### config.mk
export PLATFORM = sky130hd
export DESIGN_NAME = serial_bit_source
export DESIGN_NICKNAME = d
export VERILOG_FILES = /design/src/rtl/serial_bit_source_pkg.sv /design/src/rtl/serial_bit_source_bit_shifter.sv /design/src/rtl/serial_bit_source.sv
export SDC_FILE = /design/constraint.sdc
export NUM_CORES = 1
export LEC_CHECK = 0
export CAP_MARGIN = 15
export CORE_ASPECT_RATIO = 0.9
export CORE_UTILIZATION = 37
export CTS_CLUSTER_SIZE = 25
export DETAILED_ROUTE_END_ITERATION = 16
export PLACE_DENSITY = 0.69
export SYNTH_ARGS = -nofsm -noshare
export SYNTH_HDL_FRONTEND = slang
export SYNTH_HIERARCHICAL = 1
export SYNTH_SLANG_ARGS = --single-unit
### constraint.sdc
create_clock -name clk -period 2.3 [get_ports clk]
set_input_delay 0.69 -clock clk [delete_from_list [all_inputs] [get_ports clk]]
set_output_delay 0.69 -clock clk [all_outputs]
set_load 0.03 [all_outputs]
### src/rtl/serial_bit_source_pkg.sv
// serial_bit_source_pkg: shared constants and state encoding for the serial bit source
package serial_bit_source_pkg;

    localparam int CNT_W = 16;

    typedef enum logic {
        ST_IDLE,
        ST_SHIFT
    } state_t;

endpackage

### src/rtl/serial_bit_source_bit_shifter.sv
// bit_shifter: parameterised load/shift register with selectable output end
//   clk   - clock
//   clear - synchronous clear to all zeros
//   load  - load d (has priority over shift)
//   shift - move one bit toward the output end, zero-fill
//   d     - parallel load word
//   tap   - bit currently at the output end
module bit_shifter #(
    parameter int WIDTH     = 8,
    parameter bit MSB_FIRST = 1'b1
) (
    input  logic             clk,
    input  logic             clear,
    input  logic             load,
    input  logic             shift,
    input  logic [WIDTH-1:0] d,
    output logic             tap
);

    logic [WIDTH-1:0] sh;

    always_ff @(posedge clk) begin
        if (clear)
            sh <= '0;
        else if (load)
            sh <= d;
        else if (shift)
            sh <= MSB_FIRST ? {sh[WIDTH-2:0], 1'b0} : {1'b0, sh[WIDTH-1:1]};
    end

    assign tap = MSB_FIRST ? sh[WIDTH-1] : sh[0];

endmodule

### src/rtl/serial_bit_source.sv
// serial_bit_source: parallel-to-serial converter with a one-word holding buffer
//   clk        - clock, all state on rising edge
//   rst_n      - synchronous active-low reset
//   clr        - synchronous soft clear, same effect as reset
//   data_in    - parallel word, taken when valid_in && ready_out
//   valid_in   - data_in valid
//   ready_out  - a word can be accepted this cycle
//   a          - serial bit, IDLE_BIT when not sending
//   a_valid    - a carries a payload bit
//   words_sent - count of fully transmitted words, wraps
module serial_bit_source
    import serial_bit_source_pkg::*;
#(
    parameter int   WIDTH     = 8,
    parameter bit   MSB_FIRST = 1'b1,
    parameter logic IDLE_BIT  = 1'b1
) (
    input  logic             clk,
    input  logic             rst_n,
    input  logic             clr,
    input  logic [WIDTH-1:0] data_in,
    input  logic             valid_in,
    output logic             ready_out,
    output logic             a,
    output logic             a_valid,
    output logic [CNT_W-1:0] words_sent
);

    localparam int CW = $clog2(WIDTH);

    state_t           state, state_d;
    logic [CW-1:0]    cnt, cnt_d;
    logic [WIDTH-1:0] hold;
    logic             hold_v;
    logic             clear, accept, last, tap;
    logic             load, from_hold, shift, hold_we, hold_clr, sent_inc;

    assign clear  = !rst_n || clr;
    assign accept = valid_in && !hold_v;
    assign last   = cnt == CW'(WIDTH - 1);

    always_comb begin
        state_d   = state;
        cnt_d     = cnt;
        load      = 1'b0;
        from_hold = 1'b0;
        shift     = 1'b0;
        hold_we   = 1'b0;
        hold_clr  = 1'b0;
        sent_inc  = 1'b0;
        case (state)
            ST_IDLE: begin
                if (accept) begin
                    load    = 1'b1;
                    cnt_d   = '0;
                    state_d = ST_SHIFT;
                end
            end
            default: begin
                if (!last) begin
                    shift   = 1'b1;
                    cnt_d   = cnt + CW'(1);
                    hold_we = accept;
                end else begin
                    // Last bit on the line: chain the next word with no gap if one is available.
                    sent_inc = 1'b1;
                    cnt_d    = '0;
                    if (hold_v) begin
                        load      = 1'b1;
                        from_hold = 1'b1;
                        hold_clr  = 1'b1;
                    end else if (accept) begin
                        load = 1'b1;
                    end else begin
                        state_d = ST_IDLE;
                    end
                end
            end
        endcase
    end

    always_ff @(posedge clk) begin
        if (clear)
            state <= ST_IDLE;
        else
            state <= state_d;
    end

    always_ff @(posedge clk) begin
        if (clear) begin
            cnt        <= '0;
            hold       <= '0;
            hold_v     <= 1'b0;
            words_sent <= '0;
        end else begin
            cnt        <= cnt_d;
            if (hold_we)
                hold <= data_in;
            hold_v     <= hold_we ? 1'b1 : hold_clr ? 1'b0 : hold_v;
            words_sent <= words_sent + CNT_W'(sent_inc);
        end
    end

    bit_shifter #(
        .WIDTH    (WIDTH),
        .MSB_FIRST(MSB_FIRST)
    ) u_shifter (
        .clk  (clk),
        .clear(clear),
        .load (load),
        .shift(shift),
        .d    (from_hold ? hold : data_in),
        .tap  (tap)
    );

    assign ready_out = !hold_v;
    assign a_valid   = state == ST_SHIFT;
    assign a         = a_valid ? tap : IDLE_BIT;

endmodule

==> impl_metrics.csv <==
group,metric,value,unit
floorplanning,core,0.00452,mm²
finish,n_antenna_cell,0,
logic_synthesis,synth_common_cells,"dfxtp_1, mux2i_1, nand2_1, a21oi_1, nor2_1",
pwr,clkPwrFrac,0.357,
logic_synthesis,synth_top_cell_area_share,0.422,
finish,fin_cells,289,
worst_setup_path,worst_setup_path_end_kind,"output pin",
pwr,p_sw,0.000267,W
placed_design,dpl.cell_count,281,
logic_synthesis,ys_seq_elements,37,
sta,fin_crit_sh,0.946,
sta,relSlewSlack,0.727,
logic_synthesis,synth.most_common_cell,"dfxtp_1",
pwr,peakVddDrop,0.268,mV
logic_synthesis,syn_inst,183,
logic_synthesis,synth.distinct_cells,35,
pwr,p_per_area,519,mW/mm²
clocking,clkLatencyLatePin,0.28,ns
finish,stdcell_area,0.00228,mm²
sta,tightest_slew,0.406,ns
detailed_routing,remaining_drc_errors,0,
clocking,root_buffer,"clkbuf_8",
finish,area_delta_synth_final,29.9,%
detailed_routing,num_vias,1410,
flow_run,cap_viol_max_count,0,
global_routing,antenna_found_initial,0,
floorplanning,die_w,74.6,µm
pwr,leakage,0.797,nW
placed_design,place_area,0.00220,mm²
sta,fin_crit,2.18,ns
clocking,cts.clk_slew.worst_paths,0.07,ns
clocking,tritoncts,"done",
min_path,hp-class,"flip-flop to flip-flop",
sta,tns,0,ns
clocking,cts.hold.buffers_added,0,
detailed_routing,drt_iter0_markers,72,
detailed_routing,avgViaCountPerCell,4.88,
global_routing,overflow,0,
sta,hold_viol,0,
floorplanning,std_cell_rows,23,
sta,rsz0062_at_grt,"no",
logic_synthesis,synthTopCellsByArea,"dfxtp_1, mux2i_1, mux2_2, ha_1, a21oi_1",
clocking,post_cts_buffers,0,
global_routing,grt_pass1_wl,5930,µm
placed_design,io_buffers,30,
worst_setup_path,cp_slowest_cell,"clkdlybuf4s50_1",
clocking,clockBufferDepth,2,
global_routing,gr-usage-met3,0.0358,
worst_setup_path,crit_fanout,7,
worst_setup_path,critPathLaunchType,"flip-flop",
detailed_routing,wl_per_cell,12.2,µm
placed_design,place_congestion,0.744,
logic_synthesis,synth_area_per_cell,9.59,µm²
logic_synthesis,yosysSeqAreaShare,0.422,
clocking,cts_inserted_buffers,5,
sta,setup_viol,0,
logic_synthesis,synth_area,0.00176,mm²
logic_synthesis,syn_nets,200,
global_routing,grt_max_degree,31,
floorplanning,dieArea,0.00502,mm²
worst_setup_path,worstPathArrival,1.49,ns
clocking,clock_sinks,37,
run_status,status,"finished clean",
worst_setup_path,critical_path.top_delay_family,"buffers and inverters",
floorplanning,ios,31,
placed_design,dp_hpwl,2530,µm
sta,finalMaxSlewViolations,0,
worst_setup_path,crit_chain,"clkdlybuf4s50_1",
sta,skew,0.00174,ns
finish,nNetsFinal,243,
logic_synthesis,yosysWarnings,6,
detailed_routing,first_pass_iters,4,
pwr,p_sw_frac,0.226,
worst_setup_path,crit_type,"flip-flop to output pin",
pwr,p_comb_frac,0.089,
worst_setup_path,slowest_delay,0.74,ns
global_routing,met1_usage,0.219,
worst_setup_path,cp_data_required_time,1.61,ns
logic_synthesis,async_flop_share,0,
global_routing,grt_util_all_layers,0.154,
logic_synthesis,synth-edff-count,0,
detailed_routing,ant_nets,0,
logic_synthesis,yosys.area.top_type,"dfxtp_1",
detailed_routing,wl,3540,µm
finish,fillerInstances,432,
clocking,cts.repair.resized,0,
global_routing,busiest_layer,"met2",
global_routing,gr-usage-met2,0.232,
worst_setup_path,crit_buf_inv,1,
pwr,p_seq_frac,0.554,
global_routing,grt_pass1_vias,1281,
finish,drive_gt1_frac,0.137,
logic_synthesis,synthFlopType,"dfxtp_1",
floorplanning,die_h,67.3,µm
pwr,internal_power,0.000916,W
floorplanning,start_util,0.389,
clocking,h-tree-depth,2,
sta,fmax,0.460,GHz
-- placed cells by master (no fill, tap or decap) --
| cell | count |
|---|---|
| nand2_1 | 13 |
| nor4bb_2 | 1 |
| nand4_1 | 3 |
| a21oi_1 | 12 |
| ha_1 | 5 |
| nand4_2 | 1 |
| nand3_1 | 6 |
| buf_12 | 1 |
| inv_1 | 8 |
| or4_1 | 4 |
| a21o_1 | 1 |
| or3_1 | 2 |
| nor4_1 | 4 |
| o31ai_1 | 4 |
| nand4_4 | 1 |
| a31oi_1 | 1 |
| a211oi_1 | 7 |
| clkbuf_1 | 1 |
| mux2i_1 | 19 |
| or3b_1 | 1 |
| clkdlybuf4s50_1 | 30 |
| dfxtp_1 | 37 |
| clkinv_2 | 2 |
| mux2_2 | 8 |
| nor2_1 | 12 |
| xnor2_1 | 2 |
| nor2b_1 | 9 |
| a2bb2oi_1 | 1 |
| or3_2 | 1 |
| nor3b_1 | 1 |
| o21ai_0 | 3 |
| nand2b_1 | 5 |
| clkbuf_8 | 5 |
| and2_1 | 4 |
| xor2_1 | 1 |
| buf_4 | 11 |
-- path summary, 6_finish.rpt --
| check | from | to | slack (ns) | depth (start not counted) |
|---|---|---|---|---|
| max | words_sent[5] | words_sent[5] | 0.12 | 1 |
| min | words_sent[15] | words_sent[15] | 0.48 | 2 |
| max reg2reg | cnt[0] | words_sent[12] | 0.21 | 8 |
| min reg2reg | words_sent[15] | words_sent[15] | 0.48 | 2 |
-- worst reg2reg max path, stage by stage (launching register included) --
cell,delay (ns)
dfxtp_1,0.36
ha_1,0.18
ha_1,0.15
and2_1,0.14
ha_1,0.17
ha_1,0.22
nand4_2,0.17
or4_1,0.49
a21oi_1,0.14
-- metrics by stage --
stage | util | power [W] | hold WS [ns] | setup slack [ns]
after floorplan | - | 0.000731 | 0.449 | 0.195
after global placement | 0.486 | 0.000774 | 0.456 | 0.114
after detailed placement | 0.486 | 0.000776 | 0.466 | 0.0777
after CTS | 0.505 | 0.00120 | 0.477 | 0.113
after global routing | 0.505 | 0.00124 | 0.493 | 0.0111
final | 0.505 | 0.00118 | 0.477 | 0.124
-- sequential cells by signal, indices dropped and copies added (netlist names) --
| register | flops |
|---|---|
| hold | 8 |
| u_shifter/sh | 8 |
| cnt | 3 |
| words_sent | 16 |
| a_valid | 1 |
| hold_v | 1 |
-- power by group through the flow --
stage               sequential, W  clock, W  combinational (W)
floorplan                0.000671         0          0.0000600
global placement         0.000670         0           0.000104
detailed placement       0.000670         0           0.000105
CTS                      0.000656  0.000441           0.000106
global route             0.000657  0.000465           0.000116
finish                   0.000656  0.000423           0.000105
-- layout make-up --
type / instances / area, µm² / share of cell area
clock buffers: 6 / 72.6 / 0.0318
clock inverters: 2 / 10.0 / 0.00439
inverters: 8 / 30.0 / 0.0132
multi-input cells: 132 / 946 / 0.415
flip-flops and latches: 37 / 741 / 0.325
well taps: 62 / 77.6 / 0.0340
repair buffers: 42 / 403 / 0.177
-- layer usage --
| layer | routed length [µm] | vias to the layer above |
|---|---|---|
| li1 | - | 741 |
| met1 | 1890 | 648 |
| met2 | 1530 | 19 |
| met3 | 94 | 2 |
| met4 | 26 | 0 |
| met5 | 0 | - |
-- cells by family after synthesis --
kind of cell,count (synthesis),share of synthesized area
compound gates,29,0.103
xor+xnor,3,0.0150
flops,37,0.422
mux,27,0.160
simple gates,68,0.222
fa+ha+maj,5,0.0356
buf+inv,14,0.0428
Power figures use the tool's default switching activity.
